File: src/rtl/codec_i2c_arbiter.sv
// Round-robin arbiter sharing one WM8731 I2C control engine between NREQ requesters.
// Optional re-issue of failed transfers is enabled by defining CODEC_ARB_RETRY_EN.
module codec_i2c_arbiter #(
    parameter int unsigned NREQ           = 2,
    parameter int unsigned GAP_CYCLES     = 4,
    parameter int unsigned TIMEOUT_CYCLES = 262143,
    parameter int unsigned MAX_RETRY      = 3
) (
    input  logic                 clk,
    input  logic                 reset,
    input  logic [NREQ-1:0]      req_valid,
    input  logic [16*NREQ-1:0]   req_word,
    output logic [NREQ-1:0]      req_ready,
    output logic [NREQ-1:0]      req_done,
    output logic                 req_err,
    output logic [15:0]          eng_word,
    output logic                 eng_start,
    input  logic                 eng_done,
    input  logic [2:0]           eng_ack,
    output logic                 busy
);

    localparam int unsigned GW = (NREQ > 1) ? $clog2(NREQ) : 1;
    localparam int unsigned TW = (TIMEOUT_CYCLES > 1) ? $clog2(TIMEOUT_CYCLES) : 1;
    localparam int unsigned CW = (GAP_CYCLES > 1) ? $clog2(GAP_CYCLES) : 1;

    typedef enum logic [2:0] {
        IDLE  = 3'd0,
        ISSUE = 3'd1,
        WAIT  = 3'd2,
        CHECK = 3'd3,
        GAP   = 3'd4
    } state_t;

    state_t          state_q, state_d;
    logic [GW-1:0]   last_grant_q, last_grant_d;
    logic [TW-1:0]   tmo_cnt_q, tmo_cnt_d;
    logic [CW-1:0]   gap_cnt_q, gap_cnt_d;
    logic            eng_done_q;
    logic [15:0]     eng_word_d;
    logic [NREQ-1:0] req_ready_d, req_done_d;
    logic            req_err_d, eng_start_d, busy_d;
    logic [15:0]     words [NREQ];
    logic            grant_found;
    logic [GW-1:0]   grant_idx, cand;
    logic            done_rise_c, tmo_hit_c, success_c;

`ifdef CODEC_ARB_RETRY_EN
    localparam int unsigned RCW = (MAX_RETRY > 0) ? $clog2(MAX_RETRY + 1) : 1;
    logic [RCW-1:0]  retry_cnt_q, retry_cnt_d;
    logic            retry_pend_q, retry_pend_d;
`endif

    for (genvar g = 0; g < NREQ; g++) begin : g_words
        assign words[g] = req_word[16*g +: 16];
    end

    assign done_rise_c = eng_done & ~eng_done_q;
    assign tmo_hit_c   = (tmo_cnt_q == TW'(TIMEOUT_CYCLES - 1));

    // Round-robin search starting just above the last winner
    always_comb begin
        grant_found = 1'b0;
        grant_idx   = last_grant_q;
        cand        = '0;
        for (int unsigned k = 1; k <= NREQ; k++) begin
            cand = GW'((32'(last_grant_q) + k) % NREQ);
            if (!grant_found && req_valid[cand]) begin
                grant_found = 1'b1;
                grant_idx   = cand;
            end
        end
    end

    always_comb begin
        state_d      = state_q;
        last_grant_d = last_grant_q;
        tmo_cnt_d    = tmo_cnt_q;
        gap_cnt_d    = gap_cnt_q;
        eng_word_d   = eng_word;
        req_ready_d  = '0;
        req_done_d   = '0;
        req_err_d    = 1'b0;
        success_c    = 1'b0;
`ifdef CODEC_ARB_RETRY_EN
        retry_cnt_d  = retry_cnt_q;
        retry_pend_d = retry_pend_q;
`endif
        case (state_q)
            IDLE: begin
                if (grant_found) begin
                    last_grant_d = grant_idx;
                    eng_word_d   = words[grant_idx];
                    req_ready_d  = NREQ'(1) << grant_idx;
                    state_d      = ISSUE;
`ifdef CODEC_ARB_RETRY_EN
                    retry_cnt_d  = '0;
                    retry_pend_d = 1'b0;
`endif
                end
            end
            ISSUE: begin
                tmo_cnt_d = '0;
                state_d   = WAIT;
            end
            WAIT: begin
                if (done_rise_c || tmo_hit_c) begin
                    state_d   = CHECK;
                    success_c = done_rise_c && (eng_ack == 3'b111);
`ifdef CODEC_ARB_RETRY_EN
                    if (!success_c && (retry_cnt_q < RCW'(MAX_RETRY))) begin
                        retry_pend_d = 1'b1;
                        retry_cnt_d  = retry_cnt_q + RCW'(1);
                    end else begin
                        req_done_d = NREQ'(1) << last_grant_q;
                        req_err_d  = ~success_c;
                    end
`else
                    req_done_d = NREQ'(1) << last_grant_q;
                    req_err_d  = ~success_c;
`endif
                end else begin
                    tmo_cnt_d = tmo_cnt_q + TW'(1);
                end
            end
            CHECK: begin
                gap_cnt_d = '0;
                state_d   = GAP;
            end
            GAP: begin
                if (gap_cnt_q == CW'(GAP_CYCLES - 1)) begin
`ifdef CODEC_ARB_RETRY_EN
                    state_d      = retry_pend_q ? ISSUE : IDLE;
                    retry_pend_d = 1'b0;
`else
                    state_d      = IDLE;
`endif
                end else begin
                    gap_cnt_d = gap_cnt_q + CW'(1);
                end
            end
            default: state_d = IDLE;
        endcase
        eng_start_d = (state_d == WAIT);
        busy_d      = (state_d != IDLE);
    end

    always_ff @(posedge clk) begin
        if (reset) begin
            state_q      <= IDLE;
            last_grant_q <= GW'(NREQ - 1);
            tmo_cnt_q    <= '0;
            gap_cnt_q    <= '0;
            eng_done_q   <= 1'b0;
            eng_word     <= 16'h0000;
            req_ready    <= '0;
            req_done     <= '0;
            req_err      <= 1'b0;
            eng_start    <= 1'b0;
            busy         <= 1'b0;
`ifdef CODEC_ARB_RETRY_EN
            retry_cnt_q  <= '0;
            retry_pend_q <= 1'b0;
`endif
        end else begin
            state_q      <= state_d;
            last_grant_q <= last_grant_d;
            tmo_cnt_q    <= tmo_cnt_d;
            gap_cnt_q    <= gap_cnt_d;
            eng_done_q   <= eng_done;
            eng_word     <= eng_word_d;
            req_ready    <= req_ready_d;
            req_done     <= req_done_d;
            req_err      <= req_err_d;
            eng_start    <= eng_start_d;
            busy         <= busy_d;
`ifdef CODEC_ARB_RETRY_EN
            retry_cnt_q  <= retry_cnt_d;
            retry_pend_q <= retry_pend_d;
`endif
        end
    end

endmodule
File: config.mk
export PLATFORM = sky130hd
export DESIGN_NAME = codec_i2c_arbiter
export DESIGN_NICKNAME = d
export VERILOG_FILES = /design/src/rtl/codec_i2c_arbiter.sv
export SDC_FILE = /design/constraint.sdc
export NUM_CORES = 1
export LEC_CHECK = 0
export ABC_CLOCK_PERIOD_IN_PS = 4100
export BUFFER_PORTS_ARGS = -buffer_cell sky130_fd_sc_hd__buf_2
export CAP_MARGIN = 0
export CORE_ASPECT_RATIO = 0.5
export CORE_UTILIZATION = 51
export DETAILED_ROUTE_END_ITERATION = 16
export PLACE_DENSITY_LB_ADDON = 0.25
export SLEW_MARGIN = 30
export SYNTH_ARGS = -nofsm -noshare
export SYNTH_HDL_FRONTEND = slang
export SYNTH_SLANG_ARGS = --single-unit
File: constraint.sdc
create_clock -name clk -period 4.1 [get_ports clk]
set_input_delay 0.82 -clock clk [delete_from_list [all_inputs] [get_ports clk]]
set_output_delay 0.82 -clock clk [all_outputs]
set_load 0.01 [all_outputs]
# After elaboration in Yosys (flattened, before gate mapping)
# Index checks and enable logic that the tools add are counted.
# Widths: inputs -> output; s select.
[totals] regBits=48 input_bits=40
[classes] add_sub_neg=4 n_lt_le_gt_ge=3 n_eq_ne=10 n_shift=2 n_mux=19 bitwise_logic=8 reduce_logical=13
[ops] cell="$mux 16" count=3
[ops] cell="$pmux 18 s2" count=1
[ops] cell="$add 18x1->18 const B" count=1
[ops] cell="$eq 18x18->1 const B" count=1
[ops] cell="$mux 18" count=1
[ops] cell="$pmux 3 s5" count=1
[ops] cell="$eq 3x2->1 const B" count=3
[ops] cell="$mux 3" count=3
[ops] cell="$mux 1" count=8
[ops] cell="$eq 3x3->1 const B" count=2
[ops] cell="$not 1->1" count=6
[ops] cell="$reduce_and 2->1" count=3
[ops] cell="$reduce_or 3->1" count=2
[ops] cell="$lt 1x2->1 const B" count=2
[ops] cell="$ne 2x2->1 const B" count=2
[ops] cell="$pmux 2 s2" count=1
[ops] cell="$reduce_bool 2->1" count=2
[ops] cell="$shl 1x1->2 const A" count=2
[ops] cell="$eq 3x1->1 const B" count=1
[ops] cell="$logic_not 3->1" count=1
[ops] cell="$reduce_bool 3->1" count=1
[ops] cell="$add 1x1->1 const B" count=2
[ops] cell="$add 2x1->2 const B" count=1
[ops] cell="$eq 2x2->1 const B" count=1
[ops] cell="7 further kinds" count=8

# Logic depth before layout (Yosys ltp)
[depth] word_depth=11 depth_mapped=9 mapped_depth_nobuf=7

# Least setup slack after synthesis
# Ideal clock, no wire load.
[synth_timing] path_kind="input port to flip-flop" from="in eng_done" to="reg tmo_cnt_q[1]" setup_ns=0.071 arrival_time_ns=1.965 t_required_ns=4.029 slack_ns=2.064 cell_stages=6 path_buffers=1 cell_sequence="nor2b_1 -> o21ai_4 -> nand2b_4 -> buf_6 -> or4_1 -> a21oi_1"
[synth_via] elab_chain_len=4
[synth_rtl] item="from (decl)" line_no="18" text="input logic eng_done,"
[synth_rtl] item="$and 1x1->1" line_no="58" text="assign done_rise_c = eng_done & ~eng_done_q;"
[synth_rtl] item="$logic_or 1x1->1" line_no="107" text="if (done_rise_c || tmo_hit_c) begin"
[synth_rtl] item="$ne 2x2->1 (no line)"
[synth_rtl] item="$reduce_and 2->1 (no line)"
[synth_rtl] item="to (signal assigned)" line_no="168" text="tmo_cnt_q <= tmo_cnt_d;"
[synth_rtl] item="to (decl)" line_no="37" text="logic [TW-1:0] tmo_cnt_q, tmo_cnt_d;"
# No other way between the ends.
# A chain may end at the register's enable or synchronous reset.

# Final worst setup path
[layout_timing] from="reg tmo_cnt_q[6]" to="reg tmo_cnt_q[12]"
[layout_via] elab_chain_len=4 elab_cells_between_ends=7 cone_classes="add/sub: 1; eq/ne: 2; mux: 2; reduce/logical: 2"
[layout_rtl] item="parallel branches: the longest is 4 deep, another holds $add 18x1->18"
# Parallel ways; which one is timed is not known. The select of a mux whose other input is x is not followed.

==> results.txt <==
Status: finished clean
Die height: 50.27 um
Most frequent cell after synthesis: dfxtp_1
Vias: 2,122
Worst path bufs/invs: 1
TritonCTS Buffers: 5
Mux share of post-synthesis cell area: 8.425%
Post-synthesis adder-cell area fraction: 1.580%
TritonRoute pass-1 iters: 4
Drt drc: 0
Clock Root Buffer: clkbuf_8
Ports: 63
Final setup viols: 0
Crit Path Max Fanout: 17
# placed instances: 361
Synth Flop Type: dfxtp_1
Tightest Pin Transition: 0.7197 ns
Fraction of layout cells with a size suffix above 1: 28.53%
Die Area: 0.004953 mm^2
Core footprint: 0.004446 mm^2
Syn_nets: 303
Met1 Usage GRT: 26.02%
Crit path kind: reg -> reg
Final worst slack: 2.028 ns
PD cells: 382.3 mW/mm^2
WP data required: 4.28 ns
Clk Latency, worst-skew pair: 0.30 ns
CTS Sinks: 48
Register area share after synthesis: 40.44%
Grt total ovfl: 0
Leak Pwr: 0.001126 uW
Slowest-stage cell, CP: nor4_4
Syn. warnings: 0
Post-synthesis xor/xnor area fraction: 0%
Total GRT Usage: 20.56%
Fmax: 482.7 MHz
Starting Density: 53.45%
Tcrit/Tclk final: 50.53%
Hold Path Class: reg -> reg
Synth area leader: dfxtp_1
Initial antenna violation count: 0
Top delay family on crit path: simple AND/OR/NAND/NOR gates
Post-synth EDFFs: 0
Max incr delay on CP: 0.50 ns
CP Cell Sequence: and2_0 -> nand2_4 -> nor4_4 -> buf_4 -> nor4_1 -> mux2i_1
Postcts setup bufs: 0
Max VDD drop: 0.0002435 V
Largest net degree at the start of global routing: 34
Setup_tns: 0 ns
RSZ-0062 raised after global routing: false
Simple-gate share of the synthesized area: 27.44%
Final min period: 2.072 ns
CTS tree: built
Area Growth Syn to Fin: 16.27%
Synth cell count leaders: 48 x dfxtp_1, 28 x nor2_1, 20 x mux2i_1
Yosys cell types: 50
Cts repair resizes: 0
ANT cells: 0
Seq cells post-synth: 48
Slew headroom: 51.84%
Setup crit end kind: flop
Post-route insts no fill: 369
Top cells by area, synth: dfxtp_1 40%, mux2i_1 8.4%, a211oi_1 5.7%
CP startpoint kind: flop
Synthesized area per cell: 9.139 um^2
Pre-CTS WS: 1.769 ns
Clock-pin slew on the worst setup and hold paths: 0.08 ns
Iteration-0 DRC Markers: 103
Compound-Gate Fraction of Synth Area: 16.80%
Post-detail-place hpwl: 3.333 mm
CTS Buffer Depth: 2
# H-tree levels: 2
GR Layer Usage met3: 5.153%
Area after DPL: 0.002674 mm^2
Hold-fix buffers, CTS: 0
Global-route wire length before repair: 8.045 mm
Vias/cell: 5.751
Final Skew: 0.005777 ns
Async SR Flop Fraction: 0%
Fin. max-slew vios: 0
Vias in the first global route: 1,766
Critical path arrival: 2.25 ns
Site Rows: 17
Synth Instances: 260
Nets: 355
Post-Syn Area: 0.002376 mm^2
Main combinational cell family by area after synthesis: simple AND/OR/NAND/NOR gates
Antenna-violating nets left: 0
MaxCap Viol Count: 0
GR Util met2: 34.86%
WL per Instance: 13.05 um
Final hold violation count: 0
Die X: 98.53 um
I/O Buffers: 62
Design Area, Final: 0.002763 mm^2
WL final: 4.817 mm
Routability Congestion: 0.8455
Most used routing layer in global routing: met2
Top cell type's share of synthesized area: 40.44%
## final cells by class
type	instances	area, um^2
Fill cell	383	1683
Multi-Input combinational cell	190	1313
Sequential cell	48	960.9
Timing Repair Buffer	64	325.3
Tap cell	57	71.32
Clock buffer	5	68.82
Clock inverter	2	12.51
Inverter	3	11.26
## through the flow
step	hold WS (ns)	utilization [%]	power [uW]
after floorplan	0.4470	-	722.4
after detailed placement	0.4725	60.15	798.0
final	0.4824	62.14	1056
after global placement	0.4604	59.89	788.4
after global routing	0.5135	62.14	1120
after CTS	0.4847	61.98	1068
## layout by cell type, fill, tap and decap left out, drive strengths merged, types with 2 or more instances in the layout
cell	count
a211oi	18
a21oi	15
and2	2
and3	3
and4	3
buf	64
clkbuf	5
dfxtp	48
ha	3
inv	3
mux2i	20
nand2	14
nand2b	6
nand3	9
nand3b	3
nand4	4
nor2	28
nor2b	3
nor3	5
nor3b	5
nor4	4
o21ai	7
o21bai	2
o31ai	10
or2	4
or3	3
or4	11
## cell families (layout without fill, tap and decap cells)
group,count (synthesis),after routing
and+or+nand+nor,109,109
buffers and inverters,22,74
DFF,48,48
adders and majority gates,3,3
muxes,20,20
AOI/OAI and AO/OA,58,58
## tightest hold or removal path: cells and delay by family (launching register included)
family	cells	cell delay [ns]
and+or+nand+nor	1	0.06
DFF	1	0.33
muxes	1	0.05
## metal layers
| layer | part of all wire (%) | vias up |
|---|---|---|
| li1 | - | 1064 |
| met1 | 46 | 983 |
| met2 | 48 | 71 |
| met3 | 5.3 | 4 |
| met4 | 0.81 | 0 |
| met5 | 0 | - |
## registers in the layout, indices dropped and copies added (netlist names)
name          cells
eng_done_q        1
last_grant_q      1
gap_cnt_q         2
busy              1
eng_word         16
tmo_cnt_q        18
req_done          2
req_err           1
eng_start         1
state_q           3
req_ready         2
## where the power goes
part	internal [uW]	switching (uW)	leakage (uW)	total, uW
Clock	116	155	0.0000400	270
Sequential	507	33.0	0.000393	540
Combinational	106	139	0.000693	246
Total	729	327	0.00113	1060
## worst paths after layout
kind / startpoint / to / slack (ns) / cells after the start
min reg2reg: tmo_cnt_q[10] / tmo_cnt_q[10] / 0.48 / 2
max reg2reg: tmo_cnt_q[6] / tmo_cnt_q[12] / 2.03 / 6
max: tmo_cnt_q[6] / tmo_cnt_q[12] / 2.03 / 6
min: tmo_cnt_q[10] / tmo_cnt_q[10] / 0.48 / 2
(Power assumes the default switching activity.)
